==> config.mk <==
export PLATFORM = sky130hd
export DESIGN_NAME = fetcher_flat
export DESIGN_NICKNAME = d
export VERILOG_FILES = /design/src/rtl/fetcher_pkg.sv /design/src/rtl/fetcher_if.sv /design/src/rtl/fetcher.sv /design/src/flat_wrapper.sv
export SDC_FILE = /design/constraint.sdc
export NUM_CORES = 1
export LEC_CHECK = 0
export BUFFER_PORTS_ARGS = -buffer_cell sky130_fd_sc_hd__buf_2
export CORE_AREA = 2 2 92 116
export CTS_CLUSTER_DIAMETER = 60
export DETAILED_ROUTE_END_ITERATION = 16
export DIE_AREA = 0 0 94 118
export SLEW_MARGIN = 20
export SYNTH_ARGS = -nofsm -noshare
export SYNTH_HDL_FRONTEND = slang
export SYNTH_SLANG_ARGS = --single-unit
export TNS_END_PERCENT = 10
==> constraint.sdc <==
create_clock -name clk -period 2.15 [get_ports clk]
set_input_delay 0.3225 -clock clk [delete_from_list [all_inputs] [get_ports clk]]
set_output_delay 0.3225 -clock clk [all_outputs]
set_load 0.005 [all_outputs]
==> src/rtl/fetcher_pkg.sv <==
// Shared core definitions: core FSM state encodings, fetch FSM states, fetch constants.
package fetcher_pkg;

    typedef enum logic [2:0] {
        FETCH  = 3'd0,
        DECODE = 3'd1,
        EXEC   = 3'd2,
        MEM    = 3'd3,
        WB     = 3'd4
    } core_state_t;

    typedef enum logic [1:0] {
        IDLE = 2'd0,
        REQ  = 2'd1,
        WAIT = 2'd2,
        DONE = 2'd3
    } fetch_state_t;

    localparam logic [31:0] RESET_PC_DEF = 32'h0000_0000;
    localparam logic [31:0] NOP_INSTR    = 32'h0000_0013;   // addi x0,x0,0

    function automatic logic word_aligned(input logic [31:0] addr);
        return addr[1:0] == 2'b00;
    endfunction

endpackage

==> src/rtl/fetcher_if.sv <==
// Instruction-memory request/response channel between the fetch stage and imem.
interface fetcher_if;
    logic        imem_req;
    logic [31:0] imem_addr;
    logic        imem_ready;
    logic        imem_rvalid;
    logic [31:0] imem_rdata;

    modport master (
        output imem_req,
        output imem_addr,
        input  imem_ready,
        input  imem_rvalid,
        input  imem_rdata
    );

    modport slave (
        input  imem_req,
        input  imem_addr,
        output imem_ready,
        output imem_rvalid,
        output imem_rdata
    );
endinterface

==> src/rtl/fetcher.sv <==
// Purpose: RV32I fetch stage; owns PC, fetches one word per FETCH epoch, flags misaligned PCs.
// Latency: fetch_done 3 cycles after FETCH is seen (+1 per memory stall); misaligned fault in 1.
// Backpressure: imem_req/imem_addr held stable until imem_ready; rvalid honoured only in WAIT.
module fetcher
    import fetcher_pkg::*;
#(
    parameter logic [31:0] RESET_PC = RESET_PC_DEF
) (
    input  logic        clk,
    input  logic        rst,
    input  logic [2:0]  state,
    input  logic        pc_we,
    input  logic [31:0] next_pc,
    fetcher_if.master   imem,
    output logic [31:0] instr_raw,
    output logic [31:0] pc,
    output logic        fetch_done,
    output logic        fetch_err
);

    fetch_state_t r_fsm;
    fetch_state_t w_fsm_nxt;
    logic [31:0]  r_pc;
    logic [31:0]  r_instr;
    logic         r_done;
    logic         r_err;
    logic         w_fetch;
    logic         w_capture;
    logic         w_fault;

    assign w_fetch = (state == FETCH);

    always_comb begin
        w_fsm_nxt = r_fsm;
        w_capture = 1'b0;
        w_fault   = 1'b0;
        case (r_fsm)
            IDLE: begin
                if (w_fetch) begin
                    if (word_aligned(r_pc)) begin
                        w_fsm_nxt = REQ;
                    end else begin
                        w_fsm_nxt = DONE;
                        w_fault   = 1'b1;
                    end
                end
            end
            // Request stays up until accepted, even if the core has left FETCH.
            REQ: begin
                if (imem.imem_ready) begin
                    w_fsm_nxt = WAIT;
                end
            end
            WAIT: begin
                if (imem.imem_rvalid) begin
                    w_fsm_nxt = DONE;
                    w_capture = 1'b1;
                end
            end
            DONE: begin
                if (!w_fetch) begin
                    w_fsm_nxt = IDLE;
                end
            end
            default: w_fsm_nxt = IDLE;
        endcase
    end

    always_ff @(posedge clk) begin
        if (rst) begin
            r_fsm   <= IDLE;
            r_pc    <= RESET_PC;
            r_instr <= NOP_INSTR;
            r_done  <= 1'b0;
            r_err   <= 1'b0;
        end else begin
            r_fsm  <= w_fsm_nxt;
            r_done <= w_capture | w_fault;
            if (w_capture) begin
                r_instr <= imem.imem_rdata;
                r_err   <= 1'b0;
            end else if (w_fault) begin
                r_instr <= NOP_INSTR;
                r_err   <= 1'b1;
            end
            // Redirects land between fetches; alignment is judged at the next fetch.
            if (pc_we && !w_fetch) begin
                r_pc <= next_pc;
            end
        end
    end

    assign imem.imem_req  = (r_fsm == REQ);
    assign imem.imem_addr = r_pc;
    assign instr_raw      = r_instr;
    assign pc             = r_pc;
    assign fetch_done     = r_done;
    assign fetch_err      = r_err;

endmodule

==> src/flat_wrapper.sv <==
// flat-port wrapper written by rule: the top's interface ports become plain ports
module fetcher_flat import fetcher_pkg::*;
#(
    parameter logic [31:0] RESET_PC = RESET_PC_DEF
)
  (clk, rst, state, pc_we, next_pc, instr_raw, pc, fetch_done, fetch_err, imem_imem_req, imem_imem_addr, imem_imem_ready, imem_imem_rvalid, imem_imem_rdata);
  fetcher_if imem_i ();
  input  logic clk;
  input  logic rst;
  input  logic [2:0] state;
  input  logic pc_we;
  input  logic [31:0] next_pc;
  output logic [31:0] instr_raw;
  output logic [31:0] pc;
  output logic fetch_done;
  output logic fetch_err;
  output wire logic [$bits(imem_i.imem_req)-1:0] imem_imem_req;
  output wire logic [$bits(imem_i.imem_addr)-1:0] imem_imem_addr;
  input wire logic [$bits(imem_i.imem_ready)-1:0] imem_imem_ready;
  input wire logic [$bits(imem_i.imem_rvalid)-1:0] imem_imem_rvalid;
  input wire logic [$bits(imem_i.imem_rdata)-1:0] imem_imem_rdata;
  assign imem_imem_req = imem_i.imem_req;
  assign imem_imem_addr = imem_i.imem_addr;
  assign imem_i.imem_ready = imem_imem_ready;
  assign imem_i.imem_rvalid = imem_imem_rvalid;
  assign imem_i.imem_rdata = imem_imem_rdata;
  fetcher #(.RESET_PC(RESET_PC)) u_core (.clk(clk), .rst(rst), .state(state), .pc_we(pc_we), .next_pc(next_pc), .imem(imem_i), .instr_raw(instr_raw), .pc(pc), .fetch_done(fetch_done), .fetch_err(fetch_err));
endmodule
==> Word-level counts from Yosys, hierarchy flattened <==
Index checks and enable logic that the tools add are counted.
{ "totals": {"reg_bits": 68, "inputBits": 72, "out_inout_bits": 99, "word_cells": 34} }
{ "classes": {"eq_ne": 7, "mux": 13, "bitwise_logic": 1, "n_reduce_logical": 8} }
{ "op_table": {"columns": ["op", "count"], "rows": [
  ["two-way mux 32 bit", 2],
  ["two-way mux 2 bit", 5],
  ["case mux 2 bit (4 select lines)", 1],
  ["two-way mux 1 bit", 5],
  ["equality test 2 bit (second input constant)", 2],
  ["logical NOT 2 bit", 2],
  ["inequality test 2 x 1 -> 1 bit (second input constant)", 2],
  ["inequality test 2 bit (second input constant)", 2],
  ["AND reduction 4 bit", 1],
  ["logical NOT 3 bit", 1],
  ["equality test 2 x 1 -> 1 bit (second input constant)", 1],
  ["nonzero test 2 bit", 1],
  ["OR reduction 2 bit", 1],
  ["logical AND 1 bit", 1],
  ["logical NOT 1 bit", 1],
  ["OR 1 bit", 1]
]} }

==> Depth between registers and ports, before layout <==
{ "logic_depth": {"depth_word": 6, "ltp_mapped": 7, "mapped_depth_nobuf": 5} }

==> Worst setup path after synthesis <==
Ideal clock, no wire load.
{ "synth_timing": {"path_type": "register -> register", "startpoint": "register u_core.r_fsm[0]", "endpoint": "register u_core.r_instr[24], in the netlist u_core.instr_raw[24]", "setup_ns": 0.070, "arrival_ns": 1.421, "required_ns": 2.080, "slack_ns": 0.659, "stages_incl_launch_ff": 7, "path_buffers": 1, "period_less_slack_ns": 1.491, "path_cell_list": "dfxtp_1 -> inv_1 -> ha_1 -> nand2_1 -> buf_1 -> o211ai_2 -> a21oi_1"} }
{ "synth_via": {"elab_chain_cells": 3, "elab_cells_between_ends": 6, "classes_between": "eq/ne (1); mux (3); reduce/logical (2)"} }
{ "synth_lines": {"columns": ["item", "line_no", "text"], "rows": [
  ["start, declared", "fetcher.sv:21", "fetch_state_t r_fsm;"],
  ["start signal, assigned", "fetcher.sv:77", "r_fsm <= w_fsm_nxt;"],
  ["equality test 2 bit or logical NOT 2 bit (tied branches)", "fetcher.sv:37", "case (r_fsm)"],
  ["two-way mux 1 bit", "fetcher.sv:37", null],
  ["two-way mux 32 bit or nonzero test 2 bit (tied branches)", null, null],
  ["end signal, assigned", "fetcher.sv:80", "r_instr <= imem.imem_rdata;"],
  ["end, declared", "fetcher.sv:24", "logic [31:0] r_instr;"]
]} }
Parallel ways exist; a longest one is shown, timed or not.
A chain may end at the register's enable or synchronous reset.

==> Worst setup path after layout <==
{ "layout_timing": {"startpoint": "register u_core.r_fsm[0]", "endpoint": "register u_core.r_instr[0], in the netlist u_core.instr_raw[0]"} }
The elaborated chain is that of the path after synthesis.

==> impl_metrics.ini <==
[outcome]
run_status = complete, no violations

[min_path]
hold_class = input port to flip-flop
min_delay_path_depth = 3

[timing]
setup_viol = 0
drv_slew = 0
tns_ns = 0
finalCritPeriodShare_pct = 72.97
max_freq_ghz = 0.6374
tightestPinTransition_ns = 0.6213
relSlewSlack_pct = 58.58
hold_viol_final = 0
finalCriticalPeriod_ns = 1.569
finClkSkew_ns = 0.002828
rsz0062_at_grt = no

[worst_setup_path]
worstPathCellList = inv_1 > ha_1 > and2_1 > buf_4 > a211oi_1 > o21bai_1
crit_family = flip-flops
cp_slowest_cell = dfxtp_1
cp_slowest_stage_delay_ns = 0.35
crit_buf_inv = 2
path_depth = 6
ff2ff_path_depth = 6
cp.required_ns = 2.36
crit_path_max_fanout = 17
startpoint_type = flip-flop
rrSetupSlack_ns = 0.58
critPathArrivalTime_ns = 1.78
cp-end-kind = flip-flop
worstSetupPathType = flip-flop to flip-flop

[routing]
first_iter_violations = 55
viasPerCell = 4.635
wl_met3_um = 629
highest_layer = met4
wl_met2_um = 3905
drt_first_pass_iters = 4
ant_nets = 0
wirelength_um = 7893
wl_met1_um = 3284
vias = 2832
post_drt_wl_per_cell_um = 12.92
route.detailed.drc = 0

[clock_network]
htree_num_levels = 3
insertion_delay_ns = 0.32
ctsResizeCount = 0
cts_hold_buf = 0
cts.path.max_buffers = 2
root_buffer = clkbuf_16
clkTransAtPathRegs_ns = 0.05
cts_buffers = 9
cts_setup_buffers = 0
cts.sinks = 68
cts_tree = yes

[grt]
grt_pass1_vias = 2654
antenna_found_initial = 0
track_usage_pct = 13.99
gr-total-overflow = 0
grt_max_degree = 33
grt_pass1_wl_um = 12280

[floorplan]
die_area_mm2 = 0.01109
pin_count = 171
die_y_um = 118
initial_utilization_pct = 29.39
num_rows = 41
core_mm2 = 0.01000
die_x_um = 94

[synth]
syn_nets = 424
synth_seq_cells = 68
synthXorXnorAreaFrac_pct = 0
async_reset_ff_share_pct = 0
yosysWarnings = 0
yosys_most_used_dff = dfxtp_1
syn_inst = 348
synthTopCellsByCount = nand2_1 (94), dfxtp_1 (68), a21oi_1 (64), buf_4 (32), o211ai_1 (19)
yosysMostFrequentCell = nand2_1
synth_edf_count = 0
synth_area_leader_cell = dfxtp_1
syn_area_mm2 = 0.002940
synthSimpleGateAreaFrac_pct = 15.06
synth_top_area_share_pct = 46.30
syn_avg_cell_area_um2 = 8.449
synth_top_family_by_area = compound AO/OA/AOI/OAI gates
synthAdderAreaFrac_pct = 1.702
synth_compound_area_share_pct = 23.62
muxShareOfSynthArea_pct = 0.5106
yosysSeqAreaShare_pct = 46.30
ys_top_cells_by_area = dfxtp_1 (46%), nand2_1 (12%), a21oi_1 (11%), buf_4 (8.2%), o211ai_1 (4.9%)
synth.distinct_cells = 29

[finish]
instances_no_fill = 611
fin_nets = 554
num_antenna_cells = 0
drive_gt1_share_pct = 43.78
area_growth_pct = 34.85

[job]
drv_cap = 0

[placement]
dp_hpwl_um = 5793
io_buffers = 170
gp_congestion = 0.7266
dpl.cell_count = 596

[power_and_ir_drop]
leakage_uw = 0.001862
p_per_area_mw_per_mm2 = 877.0
ir_drop_uv = 407.3
[stage by stage]
step           area, um^2  hold slack (ns)  power [uW]  util [%]  worst slack, ns
2_1_floorplan        2940           0.4585        1847         -           0.6587
3_3_place_gp         3672           0.4494        2078     36.71           0.3716
3_5_place_dp         3672           0.4575        2097     36.71           0.3091
4_1_cts              3964           0.2164        3549     39.62           0.5655
5_1_grt              3965           0.2250        3680     39.64           0.4057
6_report             3965           0.2333        3477     39.64           0.5811
[metal layers]
metal / global-route usage, % / vias up
li1: - / 1402
met1: 16.06 / 1315
met2: 23.48 / 108
met3: 4.930 / 7
met4: 5.435 / 0
met5: 0 / -
[tightest hold or removal path: cells and delay by family]
kind | cells | cell delay (ns)
AO/OA/AOI/OAI | 1 | 0.05
AND/OR/NAND/NOR | 1 | 0.04
buffers and inverters | 1 | 0.09
[state kept, by name, indices dropped and copies added (netlist names)]
signal                 cells
u_core.fetch_done          1
u_core.imem.imem_addr     32
u_core.instr_raw          32
u_core.fetch_err           1
u_core.r_fsm               2
[worst paths after layout]
check | start | end
setup reg to reg | u_core.r_fsm[0] | u_core.instr_raw[0]
hold / removal | next_pc[21] | u_core.imem.imem_addr[21]
hold reg to reg | u_core.imem.imem_addr[15] | u_core.imem.imem_addr[15]
setup / recovery | u_core.r_fsm[0] | u_core.instr_raw[0]
[layout by cell type, fill, tap and decap left out, drive strengths merged, types with 2 or more instances in the layout]
cell,synthesis,routed
nand2,94,94
clkbuf,13,10
nor3,2,2
inv,3,3
o211ai,29,29
clkinv,0,3
ha,4,4
nor2,5,5
o21bai,3,3
nand2b,3,3
a211oi,4,4
a21oi,64,64
buf,46,178
dfxtp,68,68
[power breakdown]
part	total (uW)	leakage (uW)	switching (uW)	internal, uW
logic	654	0.00116	367	286
clock network	1420	0.000144	504	915
registers	1400	0.000554	56.4	1350
[logic make-up after synthesis]
kind of cell    Yosys count
flops                    68
buf+inv                  62
simple gates            108
fa+ha+maj                 4
mux                       1
compound gates          105
[layout make-up]
| class | instances | area [um^2] |
|---|---|---|
| fill | 1064 | 6038 |
| clock buffer | 10 | 239.0 |
| sequential | 68 | 1361 |
| inverter | 3 | 11.26 |
| multi-input combinational | 218 | 1216 |
| timing repair buffer | 178 | 923.4 |
| tap | 129 | 161.4 |
| clock inverter | 5 | 52.55 |
Power figures use the tool's default switching activity.
